[src/rtl/pyth_pkg.sv]
// Shared constants and FSM state encoding for the Pythagorean engines.
package pyth_pkg;

  localparam int unsigned WIDTH = 8;

  typedef enum logic [1:0] {
    StIdle,
    StLoad,
    StIter,
    StDone
  } state_e;

endpackage

[src/rtl/pyth_leg_solver_if.sv]
// Request/response bundle for pyth_leg_solver; rem_out exists only with PYTH_LEG_REMAINDER_EN.
interface pyth_leg_solver_if
  import pyth_pkg::*;
#(
  parameter int unsigned Width = WIDTH
);

  logic               start;
  logic [Width-1:0]   hyp;
  logic [Width-1:0]   leg_in;
  logic               ready;
  logic               out_valid;
  logic [Width-1:0]   leg_out;
  logic               err;
`ifdef PYTH_LEG_REMAINDER_EN
  logic [2*Width-1:0] rem_out;
`endif

  modport master (
    output start, hyp, leg_in,
`ifdef PYTH_LEG_REMAINDER_EN
    input  rem_out,
`endif
    input  ready, out_valid, leg_out, err
  );

  modport slave (
    input  start, hyp, leg_in,
`ifdef PYTH_LEG_REMAINDER_EN
    output rem_out,
`endif
    output ready, out_valid, leg_out, err
  );

endinterface

[src/rtl/pyth_isqrt_step.sv]
// One bit of restoring integer square root: keep bit idx_i if the trial square still fits.
module pyth_isqrt_step #(
  parameter int unsigned Width = 8,
  parameter int unsigned IdxW  = 3
) (
  input  logic [Width-1:0]   root_i,
  input  logic [IdxW-1:0]    idx_i,
  input  logic [2*Width-1:0] diff_i,
  output logic [Width-1:0]   root_o
);

  logic [Width-1:0]   trial;
  logic [2*Width-1:0] trial_sq;

  always_comb begin
    trial    = root_i | (Width'(1) << idx_i);
    trial_sq = {{Width{1'b0}}, trial} * {{Width{1'b0}}, trial};
    root_o   = (trial_sq <= diff_i) ? trial : root_i;
  end

endmodule

[src/rtl/pyth_leg_solver.sv]
// Multi-cycle B = floor(sqrt(C*C - A*A)); define PYTH_LEG_REMAINDER_EN to expose the remainder.
module pyth_leg_solver
  import pyth_pkg::*;
#(
  parameter int unsigned Width = WIDTH
) (
  input logic              clk,
  input logic              rst,
  pyth_leg_solver_if.slave bus
);

  localparam int unsigned IdxW = (Width > 1) ? $clog2(Width) : 1;

  state_e               state_q;
  logic [Width-1:0]     hyp_q;
  logic [Width-1:0]     leg_q;
  logic [2*Width-1:0]   diff_q;
  logic [Width-1:0]     root_q;
  logic [IdxW-1:0]      idx_q;
  logic                 out_valid_q;
  logic [Width-1:0]     leg_out_q;
  logic                 err_q;

  logic [2*Width-1:0]   hyp_sq;
  logic [2*Width-1:0]   leg_sq;
  logic [Width-1:0]     root_d;

  always_comb begin
    hyp_sq = {{Width{1'b0}}, hyp_q} * {{Width{1'b0}}, hyp_q};
    leg_sq = {{Width{1'b0}}, leg_q} * {{Width{1'b0}}, leg_q};
  end

  pyth_isqrt_step #(
    .Width (Width),
    .IdxW  (IdxW)
  ) u_step (
    .root_i (root_q),
    .idx_i  (idx_q),
    .diff_i (diff_q),
    .root_o (root_d)
  );

`ifdef PYTH_LEG_REMAINDER_EN
  logic [2*Width-1:0] rem_q;
  logic [2*Width-1:0] root_sq;

  always_comb root_sq = {{Width{1'b0}}, root_q} * {{Width{1'b0}}, root_q};

  always_ff @(posedge clk) begin
    if (rst) begin
      rem_q <= '0;
    end else if (state_q == StDone) begin
      rem_q <= err_q ? '0 : (diff_q - root_sq);
    end
  end

  assign bus.rem_out = rem_q;
`endif

  always_ff @(posedge clk) begin
    if (rst) begin
      state_q     <= StIdle;
      hyp_q       <= '0;
      leg_q       <= '0;
      diff_q      <= '0;
      root_q      <= '0;
      idx_q       <= '0;
      out_valid_q <= 1'b0;
      leg_out_q   <= '0;
      err_q       <= 1'b0;
    end else begin
      out_valid_q <= 1'b0;
      unique case (state_q)
        StIdle: begin
          if (bus.start) begin
            hyp_q   <= bus.hyp;
            leg_q   <= bus.leg_in;
            state_q <= StLoad;
          end
        end
        StLoad: begin
          if (leg_q > hyp_q) begin
            err_q     <= 1'b1;
            leg_out_q <= '0;
            state_q   <= StDone;
          end else begin
            // A <= C guarantees the difference is non-negative.
            diff_q  <= hyp_sq - leg_sq;
            root_q  <= '0;
            idx_q   <= IdxW'(Width - 1);
            err_q   <= 1'b0;
            state_q <= StIter;
          end
        end
        StIter: begin
          root_q <= root_d;
          if (idx_q == '0) begin
            state_q <= StDone;
          end else begin
            idx_q <= idx_q - 1'b1;
          end
        end
        StDone: begin
          leg_out_q   <= err_q ? '0 : root_q;
          out_valid_q <= 1'b1;
          state_q     <= StIdle;
        end
        default: state_q <= StIdle;
      endcase
    end
  end

  assign bus.ready     = (state_q == StIdle);
  assign bus.out_valid = out_valid_q;
  assign bus.leg_out   = leg_out_q;
  assign bus.err       = err_q;

endmodule

[src/flat_wrapper.sv]
// flat-port wrapper written by rule: the top's interface ports become plain ports
module pyth_leg_solver_flat import pyth_pkg::*;
#(
  parameter int unsigned Width = WIDTH
)
  (clk, rst, bus_start, bus_hyp, bus_leg_in, bus_ready, bus_out_valid, bus_leg_out, bus_err);
  pyth_leg_solver_if #(.Width(Width)) bus_i ();
  input logic clk;
  input logic rst;
  input wire logic [$bits(bus_i.start)-1:0] bus_start;
  input wire logic [$bits(bus_i.hyp)-1:0] bus_hyp;
  input wire logic [$bits(bus_i.leg_in)-1:0] bus_leg_in;
  output wire logic [$bits(bus_i.ready)-1:0] bus_ready;
  output wire logic [$bits(bus_i.out_valid)-1:0] bus_out_valid;
  output wire logic [$bits(bus_i.leg_out)-1:0] bus_leg_out;
  output wire logic [$bits(bus_i.err)-1:0] bus_err;
  assign bus_i.start = bus_start;
  assign bus_i.hyp = bus_hyp;
  assign bus_i.leg_in = bus_leg_in;
  assign bus_ready = bus_i.ready;
  assign bus_out_valid = bus_i.out_valid;
  assign bus_leg_out = bus_i.leg_out;
  assign bus_err = bus_i.err;
  pyth_leg_solver #(.Width(Width)) u_core (.clk(clk), .rst(rst), .bus(bus_i));
endmodule
[config.mk]
export PLATFORM = sky130hd
export DESIGN_NAME = pyth_leg_solver_flat
export DESIGN_NICKNAME = d
export VERILOG_FILES = /design/src/rtl/pyth_pkg.sv /design/src/rtl/pyth_leg_solver_if.sv /design/src/rtl/pyth_isqrt_step.sv /design/src/rtl/pyth_leg_solver.sv /design/src/flat_wrapper.sv
export SDC_FILE = /design/constraint.sdc
export NUM_CORES = 1
export LEC_CHECK = 0
export BUFFER_PORTS_ARGS = -buffer_cell sky130_fd_sc_hd__buf_4
export CAP_MARGIN = 20
export CORE_AREA = 2 2 138 140
export DETAILED_ROUTE_END_ITERATION = 6
export DIE_AREA = 0 0 140 142
export RECOVER_POWER = 100
export SLEW_MARGIN = 30
export SYNTH_ARGS = -nofsm -noshare
export SYNTH_HDL_FRONTEND = slang
export SYNTH_SLANG_ARGS = --single-unit
export TNS_END_PERCENT = 30
[constraint.sdc]
create_clock -name clk -period 7.9 [get_ports clk]
set_clock_uncertainty 0.05 [all_clocks]
set_input_delay 0 -clock clk [delete_from_list [all_inputs] [get_ports clk]]
set_output_delay 0 -clock clk [all_outputs]
set_load 0.01 [all_outputs]
==> flow_metrics.tcl <==
set metrics [dict create \
    synth_nets 1190 \
    antenna_found_initial 0 \
    drive_above_1_share_pct 3.48 \
    clockBufferDepth 2 \
    syn2layout_area_growth_pct 8.26 \
    vias 6122 \
    core_area_um2 18500 \
    drt-pass1-iter-count 4 \
    p_clk_share_pct 7.0 \
    relSlewSlack_pct 2.49 \
    cts_made_buffers 5 \
    grt_overflow_total 0 \
    dpl.cell_count 1188 \
    power.density_nw_per_um2 405 \
    portBuffers 29 \
    nets 1215 \
    postPlaceCellArea_um2 8510 \
    setup_tns_ns 0 \
    io_pins 30 \
    fin_crit_sh_pct 89.5 \
    required_ns 8.11 \
    netlist_area_um2 8090 \
    synth.largest_area_cell "fa_1" \
    setup_violations 0 \
    synthFlopType "dfxtp_1" \
    post_cts_buffers 0 \
    viasPerCell 5.05 \
    hold_class "in -> reg" \
    rrSetupSlack_ns 0.83 \
    hpwlAfterDp_um 14000 \
    cp_max_fo 7 \
    multi_input_area_um2 6090 \
    switching_share_pct 52.2 \
    diodes 0 \
    dieArea_um2 19900 \
    critical_path_class "reg -> reg" \
    fmax_mhz 141 \
    async_flop_share_pct 0 \
    seqPwrFrac_pct 12.0 \
    drc 0 \
    grt_pass1_wl_um 30400 \
    stdcell_count 1212 \
    die_height_um 142 \
    cts_tree "yes" \
    min_period_ns 7.07 \
    drtAntennaViolNets 0 \
    worst_slew_pin_slew_ns 1.46 \
    syn_inst 952 \
    drt-total-wl_um 17200 \
    synth_top_area_share_pct 26.0 \
    synth_area_leaders "fa_1, ha_1, dfxtp_1, inv_1, nand2_1" \
    area.sequential_um2 1100 \
    fin_area_um2 8750 \
    clkSinkCount 55 \
    end_kind "register" \
    crit_path_start_kind "register" \
    routedWlPerCell_um 14.2 \
    yosysSeqAreaShare_pct 13.6 \
    ir_drop_v 0.000339 \
    start_util_pct 43.8 \
    clkSlewWorstSetupHoldPaths_ns 0.08 \
    intPower_mw 1.69 \
    rows 50 \
    h-tree-depth 2 \
    combPwrFrac_pct 81.0 \
    crit_arrival_ns 7.28 \
    synthDistinctLibCells 58 \
    grt_max_degree 52 \
    ys_ff_latch 55 \
    clk_latency_ns 0.31 \
    first_iter_violations 274 \
    gp_congestion 0.898 \
    p_sw_mw 1.85 \
    yosysWarnings 0 \
    grtUsageTotal_pct 18.7 \
    drv_cap 0 \
    grt_pass1_vias 6244 \
    slew_viol_final 0 \
    fill_cells 1795 \
    grt_setup_unrepaired "no" \
    cts-root-buf "clkbuf_16" \
    status "complete, no violations" \
    syn-mean-instance-area_um2 8.49 \
    hold_viol 0 \
    leakagePower_nw 4.55 \
    synth_edf_count 0 \
    die_x_um 140 \
]
[cell usage after synthesis (14+ instances only)]
cell type / instances
ha_1: 114
a21oi_1: 58
o21ai_0: 17
clkbuf_1: 24
nand2_1: 91
inv_1: 202
nand3_1: 19
nor2_1: 71
fa_1: 105
xnor2_1: 22
dfxtp_1: 55
a21o_1: 26
nor3_1: 14
[routing by layer]
metal / share of wire, % / up-vias / global-route usage, %
met5: 0 / - / 0
met1: 50 / 2939 / 26.8
li1: - / 3092 / -
met2: 46 / 84 / 31.7
met3: 3.5 / 7 / 1.92
met4: 0.64 / 0 / 2.50
[sequential cells by signal, summed over array words and instances, names as in the netlist]
| register | count |
|---|---|
| u_core.state_q | 2 |
| u_core.leg_q | 8 |
| u_core.bus.leg_out | 8 |
| u_core.root_q | 8 |
| u_core.hyp_q | 8 |
| u_core.idx_q | 3 |
| u_core.diff_q | 16 |
| u_core.bus.err | 1 |
| u_core.bus.out_valid | 1 |
[final cells by class]
cell class,instances,share of cell area (%)
Clock inverter,3,0.357
Clock buffer,5,1.43
Tap cell,234,3.34
Timing Repair Buffer,48,4.02
Sequential cell,55,12.6
Multi-Input combinational cell,665,69.6
Inverter,202,8.66
[through the flow]
step / hold slack, ns / setup WS, ns / power [mW] / utilization, %
after floorplan: 0.0860 / 1.54 / 2.70 / -
after global placement: 0.198 / 1.07 / 3.33 / 46.1
after detailed placement: 0.207 / 0.895 / 3.34 / 46.1
after CTS: 0.0947 / 0.855 / 3.62 / 47.9
after global routing: 0.134 / 0.399 / 4.04 / 47.4
final: 0.0983 / 0.829 / 3.54 / 47.4
[path summary, 6_finish.rpt]
path	from	to	depth (start not counted)
max	u_core.idx_q[1]	u_core.root_q[7]	25
min	bus_start	u_core.state_q[1]	5
max reg2reg	u_core.idx_q[1]	u_core.root_q[7]	25
min reg2reg	u_core.bus.leg_out[1]	u_core.bus.leg_out[1]	2
[placed cells by master (no fill, tap or decap), drive strengths merged, types with 3 or more instances in the layout]
cell type,count
o21bai,4
dfxtp,55
nand4,8
o21ai,21
a21o,26
ha,114
dlygate4sd3,16
nand3,19
xor2,9
fa,105
a311oi,3
and2,5
nand3b,10
clkbuf,18
xnor2,22
nor2,71
buf,19
nor3,14
nand2,91
and3,3
o211ai,4
mux2i,9
nor2b,14
a211oi,6
or3,4
o21a,4
a21oi,58
nand2b,4
inv,205
o211a,9
[worst max-delay path, cell delays in order (launching register included)]
cell	delay, ns
dfxtp_1	0.37
inv_1	0.09
ha_1	0.21
a21oi_1	0.46
inv_1	0.29
nand2_1	0.18
inv_1	0.07
fa_1	0.46
fa_1	0.54
inv_1	0.05
fa_1	0.51
fa_1	0.56
inv_1	0.05
ha_1	0.33
o21ai_0	0.09
a21oi_1	0.07
o41ai_1	0.57
o21bai_1	0.16
xor2_1	0.18
ha_1	0.29
a21o_1	0.18
a21oi_1	0.23
nor2b_4	0.06
a2111o_1	0.33
a211oi_2	0.46
o211a_1	0.20
[timing repair]
action / 4_1_cts / 5_1_grt
hold buffers: 16 / 0
hold endpoints to repair: 16 / 0
resized for setup: 0 / 0
[logic make-up after synthesis]
kind of cell	count (synthesis)	share of synthesized area [%]
DFF	55	13.6
xor gates and xnor gates	31	3.36
adders and majority gates	219	43.6
muxes	9	1.11
buffers and inverters	232	10.8
other	1	0.0464
and+or+nand+nor	250	14.4
AOI/OAI and AO/OA	155	13.0
[power groups by stage]
stage	logic [mW]	registers [mW]	clock network (mW)
6_report	2.87	0.424	0.247
3_3_place_gp	2.90	0.429	0
2_1_floorplan	2.33	0.374	0
4_1_cts	2.94	0.424	0.256
5_1_grt	3.34	0.434	0.268
3_5_place_dp	2.91	0.431	0
Note: power is estimated with default switching activity, not from simulation.
